**config.mk**
```make
export PLATFORM = sky130hd
export DESIGN_NAME = sm_datapath
export DESIGN_NICKNAME = d
export VERILOG_FILES = /design/src/rtl/sm_datapath.sv
export SDC_FILE = /design/constraint.sdc
export NUM_CORES = 1
export LEC_CHECK = 0
export ABC_AREA = 1
export BUFFER_PORTS_ARGS = -buffer_cell sky130_fd_sc_hd__buf_2
export CORE_MARGIN = 2
export CORE_UTILIZATION = 57
export CTS_CLUSTER_DIAMETER = 150
export DETAILED_ROUTE_END_ITERATION = 8
export HOLD_SLACK_MARGIN = 0.06
export PLACE_DENSITY_LB_ADDON = 0.05
export SLEW_MARGIN = 20
export SYNTH_ARGS = -nofsm -noshare
export SYNTH_HDL_FRONTEND = slang
export SYNTH_SLANG_ARGS = --single-unit
export TNS_END_PERCENT = 20
```
**constraint.sdc**
```tcl
create_clock -name clk -period 3.6 [get_ports clk]
set_input_delay 0.36 -clock clk [delete_from_list [all_inputs] [get_ports clk]]
set_output_delay 0.36 -clock clk [all_outputs]
set_load 0.02 [all_outputs]
```
**src/rtl/sm_datapath.sv**
```systemverilog
`default_nettype none
// ============================================================================
// Module   : sm_datapath
// Purpose  : Shift-and-add multiplier datapath driven by the SMControl FSM
//            strobes; publishes a held product with a one-cycle valid pulse.
// Revision : 1.0
// ============================================================================
module sm_datapath #(
    parameter int W = 4
) (
    input  logic           clk,
    input  logic           rst,
    input  logic [W-1:0]   mcand_in,
    input  logic [W-1:0]   mplier_in,
    input  logic           mdld,
    input  logic           mrld,
    input  logic           rsload,
    input  logic           rsclear,
    input  logic           rsshr,
    output logic [W-1:0]   mr,
    output logic [2*W-1:0] product,
    output logic           product_valid,
    output logic           busy,
    output logic           proto_err
);

    localparam int            CW      = $clog2(W + 1);
    localparam logic [CW-1:0] CNT_MAX = CW'(W);

    logic [W-1:0]   md_q,   md_d;
    logic [W-1:0]   mr_q,   mr_d;
    logic [2*W:0]   rs_q,   rs_d;
    logic [CW-1:0]  cnt_q,  cnt_d;
    logic           done_q, done_d;
    logic [2*W-1:0] prod_q, prod_d;
    logic           pv_q,   pv_d;
    logic           busy_q, busy_d;
    logic           err_q,  err_d;

    always_ff @(posedge clk or negedge rst) begin
        if (!rst) begin
            md_q   <= '0;
            mr_q   <= '0;
            rs_q   <= '0;
            cnt_q  <= '0;
            done_q <= 1'b0;
            prod_q <= '0;
            pv_q   <= 1'b0;
            busy_q <= 1'b0;
            err_q  <= 1'b0;
        end else begin
            md_q   <= md_d;
            mr_q   <= mr_d;
            rs_q   <= rs_d;
            cnt_q  <= cnt_d;
            done_q <= done_d;
            prod_q <= prod_d;
            pv_q   <= pv_d;
            busy_q <= busy_d;
            err_q  <= err_d;
        end
    end

    always_comb begin
        md_d   = mdld ? mcand_in  : md_q;
        mr_d   = mrld ? mplier_in : mr_q;
        rs_d   = rs_q;
        cnt_d  = cnt_q;
        done_d = 1'b0;
        prod_d = prod_q;
        pv_d   = 1'b0;
        busy_d = busy_q;
        err_d  = err_q;

        // Capture happens before the rs operation so a same-cycle rsclear
        // still publishes the finished product and then restarts busy.
        if (done_q) begin
            prod_d = rs_q[2*W-1:0];
            pv_d   = 1'b1;
            busy_d = 1'b0;
        end

        if (rsclear) begin
            rs_d   = '0;
            cnt_d  = '0;
            busy_d = 1'b1;
            err_d  = 1'b0;
        end else begin
            if (rsload) begin
                rs_d[2*W:W] = {1'b0, rs_q[2*W-1:W]} + {1'b0, md_q};
            end else if (rsshr) begin
                rs_d = {1'b0, rs_q[2*W:1]};
                if (cnt_q != CNT_MAX) begin
                    cnt_d = cnt_q + CW'(1);
                end
                done_d = (cnt_q == CNT_MAX - CW'(1));
            end
            if ((rsload && rsshr) ||
                (rsshr && (cnt_q == CNT_MAX)) ||
                ((rsload || rsshr) && !busy_q)) begin
                err_d = 1'b1;
            end
        end
    end

    assign mr            = mr_q;
    assign product       = prod_q;
    assign product_valid = pv_q;
    assign busy          = busy_q;
    assign proto_err     = err_q;

endmodule
`default_nettype wire

```
Yosys cells after proc, flatten, opt, wreduce, memory -nomap -nowiden:

Index checks and enable logic that the tools add are counted.

* register bits: 32
* input bits: 15
* word-level logic and storage cells: 46

* add/sub/neg operators: 2
* equal/unequal tests: 4
* mux-type cells: 16
* reductions and logical operators: 14

Operators with widths (number)
* $mux 9: 2
* $mux 3: 4
* $mux 1: 8
* $reduce_bool 2->1: 4
* $add 4x4->5: 1
* $mux 5: 1
* $mux 4: 1
* $add 3x1->3 const B: 1
* $eq 3x2->1 const B: 1
* $eq 3x3->1 const B: 1
* $logic_and 1x1->1: 3
* $logic_or 1x1->1: 3
* $ne 3x3->1 const B: 1
* $reduce_and 3->1: 1
* $reduce_bool 3->1: 1
* $ne 2x1->1 const B: 1
* $reduce_and 2->1: 1
* $logic_not 1->1: 1

Logic depth before layout (Yosys ltp):

* depth after elaboration: 6
* gate-level depth with buffers: 8
* mapped depth without buffers: 8

Worst setup path after synthesis:

Ideal clock, no wire load.

* kind: register to register
* from: reg rs_q[4]
* to: reg rs_q[5]
* setup time: 0.077 ns
* arrival time: 1.293 ns
* data required time: 3.523 ns
* slack: 2.230 ns
* cell stages (with the launch flop): 7
* buffers on the path: 0
* period minus slack after synthesis: 1.370 ns
* cells stage by stage: dfrtp_1 > ha_1 > inv_1 > fa_1 > o21ai_0 > nand3_1 > o21ai_1

* cells in the longest elaborated chain, start to end: 3

RTL lines
* start, declared: RTL line 32 `logic [2*W:0] rs_q, rs_d;`
* start signal, assigned: RTL line 54 `rs_q <= rs_d;`
* $add 4x4->5: RTL line 90 `rs_d[2*W:W] = {1'b0, rs_q[2*W-1:W]} + {1'b0, md_q};`
* $mux 5: RTL line 89 `if (rsload) begin`
* $mux 9: RTL line 83 `if (rsclear) begin`

No other way between the ends.
A chain may end at the register's enable or synchronous reset.

Final worst setup path:

* from: reg md_q[0]
* to: reg rs_q[5]

* cells in the longest elaborated chain, start to end: 3

RTL lines
* start, declared: RTL line 30 `logic [W-1:0] md_q, md_d;`
* start signal, assigned: RTL line 52 `md_q <= md_d;`
* $add 4x4->5: RTL line 90
* $mux 5: RTL line 89
* $mux 9: RTL line 83

No other way between the ends.

==> flow_summary.yaml <==
critical_path:
  required_ns: 3.86
  r2r-end: "rs_q[5]"
  timing.rr.start: "md_q[0]"
  cp-endpoint: "rs_q[5]"
  reg2reg_depth: 6
  cp.arrival_ns: 1.75
  startpoint: "md_q[0]"
  path_class: "reg2reg"
  crit_fanout: 2
  rrSetupSlack_ns: 2.11
  start_kind: "flip-flop"
  crit_path_end_kind: "flip-flop"
grt:
  grt_overflow_total: 0
  grt_max_degree: 33
  grt_first_pass_wirelength_um: 4340
  grt_pass1_vias: 974
  antenna_found_initial: 0
  grt_usage_pct: 21.7
floorplanning:
  dieHeight_um: 54.2
  rows: 18
  die-area_sq_um: 2930
  core_sq_um: 2430
  ios: 30
  initial_core_util_pct: 59.0
  die_x_um: 54.2
placed_design:
  portBuffers: 29
  place_inst: 198
  place_area_sq_um: 1610
  hpwlAfterDp_um: 1930
  gp_congestion: 0.858
synthesis:
  async_flop_share_pct: 100
  ys_ff_latch: 32
  synth_top_cell_by_area: "dfrtp_1"
  syn_nets: 164
  synth-edff-count: 0
  netlist.area_leader.share_pct: 55.8
  synth_flop_cell: "dfrtp_1"
  synth_cell_type_count: 20
  synth_cells: 141
  yosysWarnings: 0
  syn-cell-area_sq_um: 1440
  synthTopCellsByArea: "dfrtp_1 (56%), mux2_2 (6.3%), ha_1 (6.1%)"
  ys_top_cells_by_count: "dfrtp_1 (32), inv_1 (19), a21oi_1 (13), nor2_1 (13), nand2_1 (12)"
  yosysMostFrequentCell: "dfrtp_1"
  yosysSeqAreaShare_pct: 55.8
  avgSynthCellArea_sq_um: 10.2
status:
  status: "finished, final reports clean"
routing:
  num_vias: 1054
  routed_wl_um: 2690
  detail_route.drc_violations: 0
  detail_route.vias_per_cell: 5.12
  drt_iter0_drc: 23
  ant_nets: 0
  drtPass1Iterations: 4
  wl_per_cell_um: 13.1
sta:
  period_needed_ns: 1.49
  worstMarginPinSlew_ns: 0.675
  fin_hold_ws_ns: 0.0542
  rsz0062_at_grt: "no"
  setup_violations: 0
  slew_headroom_pct: 55.0
  setup-tns-final_ns: 0
  fmax_mhz: 669
  min_period_over_period_pct: 41.5
  slew_violations: 0
  fin_worst_skew_ns: 0.00971
  hold_viol: 0
clocking:
  clk_latency_ns: 0.33
  clockRootBuffer: "clkbuf_4"
  cts.sinks: 32
  cts_setup_buffers: 0
  cts_made_buffers: 5
  cts_tree: "built"
  clk_pin_slew_ns: 0.10
  clockBufferDepth: 2
  postCtsResizedCells: 0
  htreeDepth: 2
  cts_hold_buffers: 0
final_layout:
  area_delta_synth_final_pct: 17.3
  fin_area_sq_um: 1680
  fin_nets: 198
  n_antenna_cell: 0
  fin_cells: 206
  drive_above_1_share_pct: 31.3
  fin_util_pct: 69.2
pwr:
  power_density_nw_per_um2: 502
  ir_drop_v: 0.000374
  p_leak_uw: 0.000859
job:
  drv_cap: 0
hold_path:
  hp-class: "in2async"
-- critical path, stage by stage, from the launching register on --
cell     delay [ns]
dfrtp_1        0.41
ha_1           0.21
inv_1          0.07
fa_1           0.40
o21ai_0        0.16
nand3_1        0.08
o21ai_1        0.08
-- final cells by class --
type / count / area, sq um
Sequential cell: 32 / 801
Tap cell: 30 / 37.5
Fill cell: 185 / 748
Clock buffer: 6 / 41.3
Multi-Input combinational cell: 84 / 538
Timing Repair Buffer: 29 / 145
Inverter: 23 / 86.3
Clock inverter: 2 / 35.0
-- metrics by stage --
step | power, uW | setup slack, ns
6_report | 845 | 2.11
5_1_grt | 892 | 2.02
4_1_cts | 853 | 2.10
3_5_place_dp | 586 | 2.13
3_3_place_gp | 577 | 2.19
2_1_floorplan | 526 | 2.23
-- registers in the layout, summed over array words and instances, names as in the netlist --
name / cells
done_q: 1
product: 8
rs_q: 9
md_q: 4
product_valid: 1
proto_err: 1
cnt_q: 3
busy: 1
mr: 4
-- how the worst min path moves through the flow --
stage | endpoint | slack (ns)
2_1_floorplan | busy | 0.06
3_3_place_gp | mr[2] | 0.44
3_5_place_dp | mr[2] | 0.45
4_1_cts | done_q | 0.07
5_1_grt | busy | 0.11
6_report | done_q | 0.05
-- metal layers --
metal / share of wire (%) / GRT usage (%) / routed length, um / vias up
met5: 0 / 0 / 0 / -
met4: 0.56 / 6.25 / 15 / 0
met3: 5.8 / 8.61 / 156 / 2
met2: 50 / 35.3 / 1350 / 32
met1: 43 / 26.6 / 1170 / 484
li1: - / - / - / 536
-- cells by family after synthesis --
logic type	count (synthesis)	share of synthesized area, %
AO/OA/AOI/OAI	31	12.4
multiplexers	8	6.28
adder cells (fa/ha/maj)	8	7.50
AND/OR/NAND/NOR	37	11.3
flip-flops	32	55.8
buffers and inverters	25	6.71
-- cell usage in the layout (no fill, tap or decap) --
cell type and n:
clkinv_2 1, nor2_2 2, nand2_2 1, ha_1 7
inv_1 19, buf_2 29, clkbuf_4 5, nand3_1 8
nor2_1 13, nand2_1 12, a21oi_1 13, a211oi_1 2
clkbuf_1 1, a31oi_1 1, o21ai_1 3, o22ai_1 4
nand3_2 1, o21ai_2 3, bufinv_16 1, fa_1 1
inv_2 4, mux2_2 8, dfrtp_1 32, o21ai_0 5
-- power breakdown --
group	internal, uW	switching, uW
registers	395	22.0
clock network	146	122
logic	60.6	101
total	601	245
Note: power is estimated with default switching activity, not from simulation.
